==> config.mk <==
export PLATFORM = sky130hd
export DESIGN_NAME = mc_controller
export DESIGN_NICKNAME = d
export VERILOG_FILES = /design/src/rtl/mc_controller.sv
export SDC_FILE = /design/constraint.sdc
export NUM_CORES = 1
export LEC_CHECK = 0
export CORE_MARGIN = 3
export CORE_UTILIZATION = 35
export CTS_BUF_LIST = sky130_fd_sc_hd__clkbuf_8 sky130_fd_sc_hd__clkbuf_16
export CTS_CLUSTER_SIZE = 10
export DETAILED_ROUTE_END_ITERATION = 7
export PLACE_DENSITY = 0.76
export SLEW_MARGIN = 20
export SYNTH_ARGS = -nofsm -noshare
export SYNTH_HDL_FRONTEND = slang
export SYNTH_SLANG_ARGS = --single-unit
==> constraint.sdc <==
create_clock -name clk -period 1 [get_ports clk]
set_input_delay 0.15 -clock clk [delete_from_list [all_inputs] [get_ports clk]]
set_output_delay 0.15 -clock clk [all_outputs]
set_load 0.01 [all_outputs]
==> src/rtl/mc_controller.sv <==
// Multicycle MIPS-32 control FSM: Moore-decoded controls, MemReady-gated fetch/memory states.
// Optional bne support is compiled in with `define MC_CTRL_BNE_EN.
module mc_controller (
    input  logic       clk,
    input  logic       reset_n,
    input  logic [5:0] Op,
    input  logic [5:0] Funct,
    input  logic       Zero,
    input  logic       MemReady,
    output logic       IorD,
    output logic       MemWrite,
    output logic       IRWrite,
    output logic       RegWrite,
    output logic       PCEn,
    output logic       RegDst,
    output logic       MemtoReg,
    output logic       ALUSrcA,
    output logic [1:0] ALUSrcB,
    output logic [1:0] PCSrc,
    output logic [2:0] ALUControl,
    output logic       Illegal,
    output logic [3:0] State
);

    typedef enum logic [3:0] {
        S_FETCH   = 4'd0,  S_DECODE = 4'd1,  S_MEMADR = 4'd2,  S_MEMRD  = 4'd3,
        S_MEMWB   = 4'd4,  S_MEMWR  = 4'd5,  S_EXECUTE = 4'd6, S_ALUWB  = 4'd7,
        S_BRANCH  = 4'd8,  S_ADDIEX = 4'd9,  S_ADDIWB = 4'd10, S_JUMP   = 4'd11,
        S_BNEBR   = 4'd12
    } state_t;

    typedef enum logic [1:0] {ALU_NONE, ALU_ADD, ALU_SUB, ALU_FUNCT} aluop_t;

    state_t state_q, state_d;
    aluop_t alu_op;
    logic   funct_ok;
    logic   ir_write, reg_write, mem_write, pc_write, branch, branch_ne, illegal;

    always_comb begin
        funct_ok = 1'b0;
        case (Funct)
            6'b100000, 6'b100010, 6'b100100, 6'b100101, 6'b101010: funct_ok = 1'b1;
            default: funct_ok = 1'b0;
        endcase
    end

    always_comb begin
        state_d   = state_q;
        alu_op    = ALU_NONE;
        IorD      = 1'b0;
        RegDst    = 1'b0;
        MemtoReg  = 1'b0;
        ALUSrcA   = 1'b0;
        ALUSrcB   = 2'b00;
        PCSrc     = 2'b00;
        ir_write  = 1'b0;
        reg_write = 1'b0;
        mem_write = 1'b0;
        pc_write  = 1'b0;
        branch    = 1'b0;
        branch_ne = 1'b0;
        illegal   = 1'b0;
        case (state_q)
            S_FETCH: begin
                ALUSrcB  = 2'b01;
                alu_op   = ALU_ADD;
                ir_write = MemReady;
                pc_write = MemReady;
                if (MemReady) state_d = S_DECODE;
            end
            S_DECODE: begin
                ALUSrcB = 2'b11;
                alu_op  = ALU_ADD;
                case (Op)
                    6'b100011, 6'b101011: state_d = S_MEMADR;
                    6'b000000: begin
                        if (funct_ok) state_d = S_EXECUTE;
                        else begin
                            state_d = S_FETCH;
                            illegal = 1'b1;
                        end
                    end
                    6'b000100: state_d = S_BRANCH;
                    6'b001000: state_d = S_ADDIEX;
                    6'b000010: state_d = S_JUMP;
`ifdef MC_CTRL_BNE_EN
                    6'b000101: state_d = S_BNEBR;
`endif
                    default: begin
                        state_d = S_FETCH;
                        illegal = 1'b1;
                    end
                endcase
            end
            S_MEMADR: begin
                ALUSrcA = 1'b1;
                ALUSrcB = 2'b10;
                alu_op  = ALU_ADD;
                state_d = (Op == 6'b101011) ? S_MEMWR : S_MEMRD;
            end
            S_MEMRD: begin
                IorD = 1'b1;
                if (MemReady) state_d = S_MEMWB;
            end
            S_MEMWB: begin
                MemtoReg  = 1'b1;
                reg_write = 1'b1;
                state_d   = S_FETCH;
            end
            S_MEMWR: begin
                IorD      = 1'b1;
                mem_write = 1'b1;
                if (MemReady) state_d = S_FETCH;
            end
            S_EXECUTE: begin
                ALUSrcA = 1'b1;
                alu_op  = ALU_FUNCT;
                state_d = S_ALUWB;
            end
            S_ALUWB: begin
                RegDst    = 1'b1;
                reg_write = 1'b1;
                state_d   = S_FETCH;
            end
            S_BRANCH: begin
                ALUSrcA = 1'b1;
                alu_op  = ALU_SUB;
                branch  = 1'b1;
                PCSrc   = 2'b01;
                state_d = S_FETCH;
            end
            S_ADDIEX: begin
                ALUSrcA = 1'b1;
                ALUSrcB = 2'b10;
                alu_op  = ALU_ADD;
                state_d = S_ADDIWB;
            end
            S_ADDIWB: begin
                reg_write = 1'b1;
                state_d   = S_FETCH;
            end
            S_JUMP: begin
                PCSrc    = 2'b10;
                pc_write = 1'b1;
                state_d  = S_FETCH;
            end
`ifdef MC_CTRL_BNE_EN
            S_BNEBR: begin
                ALUSrcA   = 1'b1;
                alu_op    = ALU_SUB;
                branch    = 1'b1;
                branch_ne = 1'b1;
                PCSrc     = 2'b01;
                state_d   = S_FETCH;
            end
`endif
            default: state_d = S_FETCH;
        endcase
    end

    always_comb begin
        ALUControl = 3'b000;
        case (alu_op)
            ALU_ADD: ALUControl = 3'b010;
            ALU_SUB: ALUControl = 3'b110;
            ALU_FUNCT: begin
                case (Funct)
                    6'b100000: ALUControl = 3'b010;
                    6'b100010: ALUControl = 3'b110;
                    6'b100100: ALUControl = 3'b000;
                    6'b100101: ALUControl = 3'b001;
                    6'b101010: ALUControl = 3'b111;
                    default:   ALUControl = 3'b000;
                endcase
            end
            default: ALUControl = 3'b000;
        endcase
    end

    // Write enables and Illegal are suppressed while reset is held, even mid-stall.
    always_comb begin
        IRWrite  = ir_write  & reset_n;
        RegWrite = reg_write & reset_n;
        MemWrite = mem_write & reset_n;
        Illegal  = illegal   & reset_n;
        PCEn     = (pc_write | (branch & (Zero ^ branch_ne))) & reset_n;
        State    = state_q;
    end

    always_ff @(posedge clk) begin
        if (!reset_n) state_q <= S_FETCH;
        else          state_q <= state_d;
    end

endmodule

==> metrics.md, run 1 <==
| Metric | Value |
|---|---|
| GR repair worst EP | `Illegal` |
| Biggest area consumer among synthesized cells | `dfxtp_1` |
| Mean post-synth cell area | `6.93 um^2` |
| CTS Buf Count | `3` |
| Placed Cells | `188` |
| I/O pin count | `36` |
| FFs w/ async S/R, synth | `0%` |
| Largest net degree at the start of global routing | `9` |
| Post-synth EDFFs | `0` |
| # clock sinks | `4` |
| GPL Wtd Cong | `about 0.78` |
| Area of the mapped netlist | `672 um^2` |
| Error Message | `[ERROR DPL-0038] Utilization greater than 100%, impossible to legalize` |
| Top cell type's share of synthesized area | `between 10% and 20%` |
| Seq/Total Area, Yosys | `a little under an eighth` |
| Synth Net Count | `approximately 110` |
| Warnings from Yosys | `0` |
| H-Tree Depth | `1` |
| Die X | `49.8 um` |
| Worst-case clock buffer depth | `2` |
| Die height | `49.8 um` |
| IO buf count | `35` |
| Library cells used by synthesis | `36` |
| Synth area leaders | `dfxtp_1 (12%), nor2_1 (6.7%), nand2b_1 (5.6%)` |
| Row count | `15` |
| Status | `did not finish` |
| Fail Step | `global routing` |
| Syn Inst Count | `97` |
| Ys flop type | `dfxtp_1` |
| Classification of the worst endpoint | `output port` |
| Root buf cell | `clkbuf_8` |
| #FFs+latches synth | `4` |
| Post-DP HPWL | `2090 um` |
| Initial Util | `38.1%` |
[synth_stat cells, types with 2 or more instances]
master    number
nor2_1        12
a21oi_1        6
nand2b_1       6
nor3_1         6
nand2_1        5
nand3_1        5
o21ai_0        5
buf_2          4
dfxtp_1        4
nor2b_1        4
a31oi_1        3
and3_1         3
inv_1          3
nand4_1        3
o21a_1         3
xor2_1         3
nor4b_2        2
o211ai_1       2
[stage by stage]
stage / cell area (um^2) / setup TNS (ns) / setup WS (ns) / hold slack, ns
after detailed placement: 1400 / -14.09 / -1.07 / 0.692
after floorplan: 795 / -1.25 / -0.166 / 0.264
after global placement: 1400 / -13.62 / -1.02 / 0.693
after CTS: 1650 / -6.97 / -0.496 / 0.572
[cell families after synthesis]
family                    count (synthesis)  share of synthesized area (%)
muxes                                     1                           1.49
and+or+nand+nor                          51                           44.1
DFF                                       4                           11.9
AOI/OAI and AO/OA                        28                           30.5
xor gates and xnor gates                  3                           3.91
buffers and inverters                    10                           8.01
[repair_timing]
action                     CTS
setup endpoints to repair   24
setup buffers               14
hold buffers                 0
pin swaps                   27
resized for setup          149
==> inputs of run 2 (changes only) <==
Settings changed: CORE_AREA set to 3 3 64 66, CORE_MARGIN 3 to not set, CORE_UTILIZATION 35 to not set, CTS_BUF_LIST sky130_fd_sc_hd__clkbuf_8 sky130_fd_sc_hd__clkbuf_16 to not set, CTS_CLUSTER_SIZE 10 to not set, DIE_AREA set to 0 0 67 69, PLACE_DENSITY 0.76 to not set, PLACE_DENSITY_LB_ADDON set to 0.15.
Clock period 1 ns to 1.3 ns, I/O delays scaled along.
==> metrics.md, run 2 <==
| Metric | Value |
|---|---|
| Post-Synth XOR/XNOR Area | `3.91%` |
| Fraction of layout cells with a size suffix above 1 | `64.2%` |
| Share of power burned in registers | `~18%` |
| Fin crit period | `1.51 ns` |
| Final hold violations | `0` |
| Failing checks | `negative setup slack` |
| Setup WS post-layout | `-0.211 ns` |
| Row count | `22` |
| Via Count | `around 1100` |
| Max FFs per register | `4` |
| H-Tree Depth | `1` |
| Max VDD drop | `212 uV` |
| Fillers | `369` |
| CTS Buf Count | `3` |
| Buffer and inverter count on the worst path | `3` |
| Hold-fix buffers, CTS | `0` |
| Ys flop type | `dfxtp_1` |
| Vias in the first global route | `1128` |
| GR Layer Usage met1 | `between 10% and 20%` |
| Worst skew pair latency | `0.22 ns` |
| Synth Net Count | `about 110` |
| Post-synthesis compound-gate area fraction | `30.5%` |
| Initial Util | `18.5%` |
| Tcrit/Tclk final | `116%` |
| Seq/Total Area, Yosys | `11.9%` |
| Drt pass-1 iters | `4` |
| Warnings from Yosys | `0` |
| IO buf count | `35` |
| Internal Power | `approximately 0.00047 W` |
| Worst EP required | `1.11 ns` |
| Library cells used by synthesis | `36` |
| CP max stage cell | `dfxtp_4` |
| Crit path DAT | `1.32 ns` |
| Most common cell after layout, fill and taps aside | `buf_4` |
| Drt drc | `0` |
| Status | `complete, but fails checks` |
| Antenna-violating nets left | `0` |
| Clock Pin Slew Worst Setup and Hold Paths | `0.03 ns` |
| Setup Skew | `roughly 0.0026 ns` |
| DR iter-0 viols | `50` |
| First-pass GRT wire length | `5130 um` |
| Post-synthesis adder-cell area fraction | `0%` |
| Worst-path cell chain | `buf_6, buf_12, or2_1, a21oi_1, buf_2` |
| CP Class | `reg -> out` |
| Pins over their slew limit | `0` |
| Die X | `67 um` |
| Worst-case clock buffer depth | `2` |
| Most frequent cells in the layout | `buf_4 (43), buf_6 (17), buf_2 (16)` |
| Top cell type's share of synthesized area | `11.9%` |
| Largest net degree at the start of global routing | `10` |
| Worst Tran Pin Value | `0.279 ns` |
| CP peak stage delay | `0.35 ns` |
| Storage element area | `92.6 um^2` |
| Total wire length | `3010 um` |
| # clock sinks | `4` |
| Area of the mapped netlist | `672 um^2` |
| Vias/cell | `4.64` |
| GR peak layer | `met2` |
| Total power per unit cell area | `395 mW/mm^2` |
| Biggest area consumer among synthesized cells | `dfxtp_1` |
| Synth area leaders | `dfxtp_1 (12%), nor2_1 (6.7%), nand2b_1 (5.6%)` |
| Worst-path fanout max | `6` |
| Most frequent cell after synthesis | `nor2_1` |
| Diode count | `0` |
| Die height | `69 um` |
| Crit end category | `primary output` |
| Global routing usage on met2 | `25.0%` |
| Setup violators final | `18` |
| Die ar. | `0.00462 mm^2` |
| RSZ-0062 raised after global routing | `true` |
| Final net count | `205` |
| Post-DP HPWL | `2170 um` |
| GR Util All Layers | `14.0%` |
| Pwr Total | `0.000682 W` |
| Worst relative slew slack | `81.4%` |
| Largest family of logic cells by synthesized area | `simple AND/OR/NAND/NOR gates` |
| Area of the multi-input gates | `749 um^2` |
| P_sw | `approximately 0.00021 W` |
| Net Sw Frac | `slightly above 30%` |
| Setup TNS | `-2.01 ns` |
| Post-Synth Simple-Gate Area | `44.1%` |
| FFs w/ async S/R, synth | `0%` |
| Mean post-synth cell area | `roughly 7 um^2` |
| Area grow syn2layout | `157%` |
| Mux contribution to synthesized area | `1.49%` |
| Post-synth top cells | `nor2_1 (12), a21oi_1 (6), nand2b_1 (6), nor3_1 (6)` |
| Achievable Freq | `662 MHz` |
| Max_cap viols | `0` |
| Met3 usage | `1.79%` |
| Min-delay worst type | `in -> reg` |
| Clock power frac | `39.0%` |
| Pleak | `roughly 0.80 nW` |
| Root buf cell | `clkbuf_8` |
| Core region area | `0.00363 mm^2` |
| Post-synth EDFFs | `0` |
| Startpoint types | `flip-flop` |
| Top delay family on crit path | `buffers and inverters` |
| #FFs+latches synth | `4` |
| I/O pin count | `36` |
| DR WL/cell | `12.8 um` |
| CTS tree | `built` |
| GPL Wtd Cong | `0.752` |
| Combinational share of power | `42.7%` |
| Syn Inst Count | `a little under 100` |
| Antenna violations before repair | `0` |
| Global route overflow | `0` |
==> run 2: cell type report <==
class | count | area share (%)
clock buffer | 3 | 2.39
inverter | 3 | 0.653
multi-input combinational | 83 | 43.5
sequential | 4 | 5.37
tap | 48 | 3.48
timing repair buffer | 94 | 44.6
==> run 2: cells by family (layout without fill, tap and decap cells) <==
family	Yosys count	in the layout
AO/OA/AOI/OAI	28	28
XOR/XNOR	3	3
buffers and inverters	10	100
flip-flops	4	4
multiplexers	1	1
AND/OR/NAND/NOR	51	51
==> run 2: stage by stage <==
step                      setup slack, ns  hold slack, ns  util (%)  instance area, um^2  instances
after CTS                          -0.225           0.552      45.1                 1640        231
final                              -0.211           0.565      47.5                 1720        235
after global routing               -0.289           0.603      47.5                 1720        235
after global placement             -0.865           0.705      37.5                 1360        213
after detailed placement           -0.907           0.703      37.5                 1360        213
after floorplan                   -0.0290           0.320         -                  681         97
==> run 2: metal layers <==
metal | vias up | wire length [um]
met4 | 0 | 51
met3 | 5 | 141
met2 | 30 | 1580
li1 | 548 | -
met1 | 507 | 1240
met5 | - | 0
==> run 2: power groups by stage <==
stage | registers, W | logic, W | clock network (W)
finish | 0.000125 | 0.000291 | 0.000266
global route | 0.000125 | 0.000314 | 0.000281
CTS | 0.000125 | 0.000275 | 0.000273
detailed placement | 0.000130 | 0.000242 | 0
global placement | 0.000131 | 0.000240 | 0
floorplan | 0.000132 | 0.0000803 | 0
==> run 2: final timing paths <==
| check | slack [ns] | to | cells after the start | start |
|---|---|---|---|---|
| max reg2reg | -0.04 | State[2] | 8 | State[2] |
| max | -0.21 | ALUControl[2] | 5 | State[2] |
| min | 0.57 | State[2] | 5 | Funct[2] |
| min reg2reg | 0.69 | State[3] | 3 | State[3] |
==> run 2: tightest hold or removal path, stage by stage <==
cell and delay (ns):
buf_2 0.15, a2111oi_4 0.09, buf_4 0.13, nand4_1 0.10, a21oi_1 0.07
==> run 2: repair_timing <==
| item | CTS | global route |
|---|---|---|
| resized for setup | 143 | 18 |
| endpoints found under the hold margin | 0 | 0 |
| pin swaps | 17 | 14 |
| buffers inserted | 15 | 4 |
| setup endpoints to repair | 23 | 21 |
(Power assumes the default switching activity.)
==> inputs of run 3 (changes only) <==
Clock period 1.3 ns to 1.45 ns, I/O delays scaled along.
==> metrics.md, run 3 (synthesis results as in run 2) <==
| Metric | Value |
|---|---|
| Root buf cell | `clkbuf_8` |
| Clock Pin Slew Worst Setup and Hold Paths | `about 0.030 ns` |
| Final net count | `~200` |
| I/O pin count | `36` |
| H-Tree Depth | `1` |
| Tcrit/Tclk final | `109%` |
| Final non-filler cell total | `228` |
| Diode count | `0` |
| RR Endpoint | `State[0]` |
| Final Instance Area | `0.00157 mm^2` |
| Vias/cell | `4.66` |
| Vias in the first global route | `1050` |
| Die height | `69 um` |
| Fraction of layout cells with a size suffix above 1 | `58.9%` |
| Max FFs per register | `4` |
| Area of the multi-input gates | `673 um^2` |
| Post-DP Area | `0.00133 mm^2` |
| Antenna-violating nets left | `0` |
| Core region area | `0.00363 mm^2` |
| Pins over their slew limit | `0` |
| Setup Skew | `between 0.0015 and 0.002 ns` |
| Via Count | `between 1000 and 1500` |
| Internal reg-to-reg setup slack | `-0.07 ns` |
| Storage element area | `90.1 um^2` |
| Critical R2R Launch | `State[0]` |
| IO buf count | `35` |
| RSZ-0062 raised after global routing | `true` |
| Crit path DAT | `1.36 ns` |
| Setup violators final | `10` |
| DR iter-0 viols | `54` |
| Row count | `22` |
| Worst-path fanout max | `3` |
| Worst EP required | `1.23 ns` |
| First-pass GRT wire length | `4710 um` |
| Max_cap viols | `0` |
| Fillers | `388` |
| Pre-CTS setup slack | `-0.761 ns` |
| Worst skew pair latency | `0.22 ns` |
| Total wire length | `2940 um` |
| Most common cell after layout, fill and taps aside | `buf_4` |
| Status | `complete, but fails checks` |
| Drt pass-1 iters | `4` |
| Worst-case clock buffer depth | `2` |
| GPL Wtd Cong | `0.767` |
| Most frequent cells in the layout | `buf_4 (41), buf_2 (14), dlygate4sd2_1 (13), buf_6 (13), nor2_1 (7)` |
| GR Util All Layers | `12.8%` |
| WHS | `0.540 ns` |
| Initial Util | `18.5%` |
| Antenna violations before repair | `0` |
| Min-delay src | `Funct[3]` |
| # clock sinks | `4` |
| Worst reg2reg path depth | `8` |
| Die X | `67 um` |
| Startpoint types | `flip-flop` |
| Hold Path End | `State[2]` |
| Failing checks | `negative setup slack` |
| Worst Tran Pin Value | `0.271 ns` |
| Min-Delay Path Depth | `5` |
| Final core area utilization | `43.2%` |
| CTS tree | `built` |
| Worst relative slew slack | `between 80% and 90%` |
| Area grow syn2layout | `134%` |
| Post-DP HPWL | `2130 um` |
| Setup WS post-layout | `-0.130 ns` |
| Pleak | `0.746 nW` |
| Fin crit period | `1.58 ns` |
| Final hold violations | `0` |
| Drt drc | `0` |
| DR WL/cell | `12.9 um` |
| Placed Cells | `211` |
| Largest net degree at the start of global routing | `16` |
| Die ar. | `0.00462 mm^2` |
| Total power per unit cell area | `377 mW/mm^2` |
| Crit end category | `primary output` |
| Achievable Freq | `633 MHz` |
| CTS Buf Count | `3` |
| Critical path launch point | `State[3]` |
| Max VDD drop | `roughly 200 uV` |
| Min-delay worst type | `in -> reg` |
| CP Class | `reg -> out` |
| Global route overflow | `0` |
run 3: area by class of cell:
cell class | count | area share, %
multi-input cells | 83 | 42.9
flip-flops and latches | 4 | 5.74
clock buffers | 3 | 2.63
inverters | 3 | 0.876
repair buffers | 87 | 44.1
well taps | 48 | 3.82
run 3: per-stage QoR:
step / setup TNS [ns] / total power (W)
6_report: -0.805 / 0.000591
5_1_grt: -1.76 / 0.000625
4_1_cts: -0.441 / 0.000575
3_5_place_dp: -7.01 / 0.000328
3_3_place_gp: -6.73 / 0.000326
2_1_floorplan: 0 / 0.000189
run 3: power by group:
part / leakage [nW] / switching [W] / internal (W)
clock network: 0.0216 / 0.0000601 / 0.000177
registers: 0.0349 / 0.00000231 / 0.000110
logic: 0.689 / 0.000109 / 0.000132
total: 0.746 / 0.000172 / 0.000420
run 3: timing repair:
action / CTS / global route
hold buffers: 0 / 0
endpoints found under the setup margin: 22 / 18
hold endpoints to repair: 0 / 0
pin swaps: 14 / 10
setup buffers: 7 / 8
gates resized for setup: 120 / 21
run 3: routing by layer:
layer | wire length [um] | track usage [%]
met1 | 1250 | 13.9
met2 | 1470 | 24.7
met3 | 129 | 1.30
met4 | 91 | 3.83
met5 | 0 | 0
run 3: worst max-delay path by stage:
stage	to	slack (ns)
floorplan	RegWrite	0.1
global placement	ALUControl[0]	-0.73
detailed placement	ALUControl[0]	-0.76
CTS	PCEn	-0.12
global route	PCEn	-0.24
finish	Illegal	-0.13
run 3: critical path: stages, from the launching register on:
cell and delay, ns:
dfxtp_4 0.34, buf_4 0.15, nor2_2 0.11, nand3_2 0.10, a31oi_1 0.14, and3_1 0.17, buf_2 0.13
==> inputs of run 4 (changes only) <==
Settings changed: CTS_CLUSTER_SIZE set to 10, GPL_TIMING_DRIVEN set to 1, SLEW_MARGIN 20 to not set.
==> results of run 4 <==
Final layout, timing and power as in run 3 (identical DEF).
==> variant (config.mk and constraints of run 3) <==
Make the reset (`reset_n`) asynchronous in one clocked block.
--- a/src/rtl/mc_controller.sv
+++ b/src/rtl/mc_controller.sv
@@ -188,5 +188,5 @@
     end
 
-    always_ff @(posedge clk) begin
+    always_ff @(posedge clk or negedge reset_n) begin
         if (!reset_n) state_q <= S_FETCH;
         else          state_q <= state_d;
Formal check against the unedited RTL: differs if reset_n is asserted again (counterexample within 4 cycles, from zero or initial values and one cycle with reset_n low); with reset_n held inactive, the same outputs for 10 cycles.
==> variant against run 3 <==
  * The run still ends with negative setup slack left
  * Sequential cell count unchanged
  * Global-route usage decreased by 0.33 points
  * Utilization increased by 4.4 points
  * Synthesized area down 4.8%
  * Die area did not move
  * Design area is 10% higher
  * Non-clock buffer count unchanged
  * Cell count did not move
  * Wire length is 2.8% higher
  * Worst setup slack got worse by 130 ps
  * Worst hold slack worse by 410 ps
Power is left out: it rests on default switching activity, and per cell area and clock period it moved more than threefold.
==> variant: results (changes against run 3) <==
Run status
  – Outcome: complete, but fails checks (unchanged)
  – Failing checks: negative setup slack (unchanged)

Layout
  – Share of cells above drive strength 1: 63.89% (was 58.89%)
  – Nets@finish: 197 (was 198)

Logic synthesis
  – Synth unique cells: 37 (was 36)
  – Post-Syn Nets: 109 (was 113)
  – Mux cell area share after synthesis: 0% (was 1.490%)
  – Synth Area in Compound Gates: 24.66% (was 30.54%)
  – Fraction of registers with async set/reset: 100.0% (was 0%)

Placed design
  – Final HPWL DP: 2037 µm (was 2130 µm)
  – Placement Setup Slack: -724.4 ps (was -760.9 ps)
  – Gpl congestion: 0.7886 (was 0.7668)

Timing
  – # setup viols final: 16 (was 10)
  – Worst hold margin: 133.0 ps (was 540.5 ps)
  – Worst setup slack after layout: -260.4 ps (was -129.9 ps)
  – Clk_skew: 7.716 ps (was 1.675 ps)

GRT
  – GRT Total Usage: 12.46% (was 12.79%)
  – First-pass GRT wire length: 4623 µm (was 4712 µm)
  – Number of global-route vias before repair: 1018 (was 1050)
  – Pin count of the biggest net entering global routing: 15 (was 16)

Routing
  – Starting DRT DRC Count: 35 (was 54)
  – Routed wire length: 3021 µm (was 2940 µm)

Setup path
  – Reg2reg start: State[1] (was State[0])
  – Reg-to-reg setup timing slack: -120 ps (was -70 ps)

Hold path
  – Worst min-delay path class: input pin to asynchronous set/reset pin (was input pin to flop)
## variant: worst max-delay path, stage by stage (launching register included)
cell and delay, ps:
dfrtp_2 390, buf_6 120, or2_4 260, o21ai_4 130, a32oi_2 70, nor3_2 150, buf_2 150
## variant: repair_timing
action	in CTS	in global routing
endpoints found under the setup margin	22	18
resized for setup	107	51
setup buffers	9	10
gates cloned	0	0
pin swaps	19	18
## variant: how the worst max path moves through the flow
stage	start	end	slack [ps]	depth (start not counted)
after floorplan	State[0]	PCEn	-10	5
after global placement	Funct[1]	Illegal	-730	6
after detailed placement	Op[2]	Illegal	-720	6
after CTS	State[1]	Illegal	-280	5
after global routing	State[1]	PCEn	-330	6
final	State[1]	PCEn	-260	6
## variant: routing by layer
metal  global-route usage [%]  up-vias  wire [µm]
met5                        0        -          0
met4                    2.477        0         17
met1                    15.71      488       1261
met3                    3.583        2        182
li1                         -      517          -
met2                    20.74       35       1561
## variant: cell families (layout without fill, tap and decap cells)
| family | count (synthesis) | after routing |
|---|---|---|
| and+or+nand+nor | 55 | 55 |
| AOI/OAI and AO/OA | 23 | 23 |
| buffers and inverters | 8 | 95 |
| xor gates and xnor gates | 3 | 3 |
| DFF | 4 | 4 |
## variant: area by class of cell
type	instances	area (µm²)
Clock buffer	4	45.04
Fill cell	356	1903
Inverter	4	15.01
Multi-Input combinational cell	81	735.7
Sequential cell	4	103.9
Tap cell	48	60.06
Timing Repair Buffer	87	770.7
## variant: metrics by stage
step	setup TNS (ps)	utilization [%]	instances	area (µm²)
6_report	-1823	47.62	228	1730
5_1_grt	-2861	47.62	228	1730
4_1_cts	-2425	41.32	220	1501
3_5_place_dp	-7108	36.23	207	1316
3_3_place_gp	-7100	36.23	207	1316
2_1_floorplan	-11.79	-	93	669.4
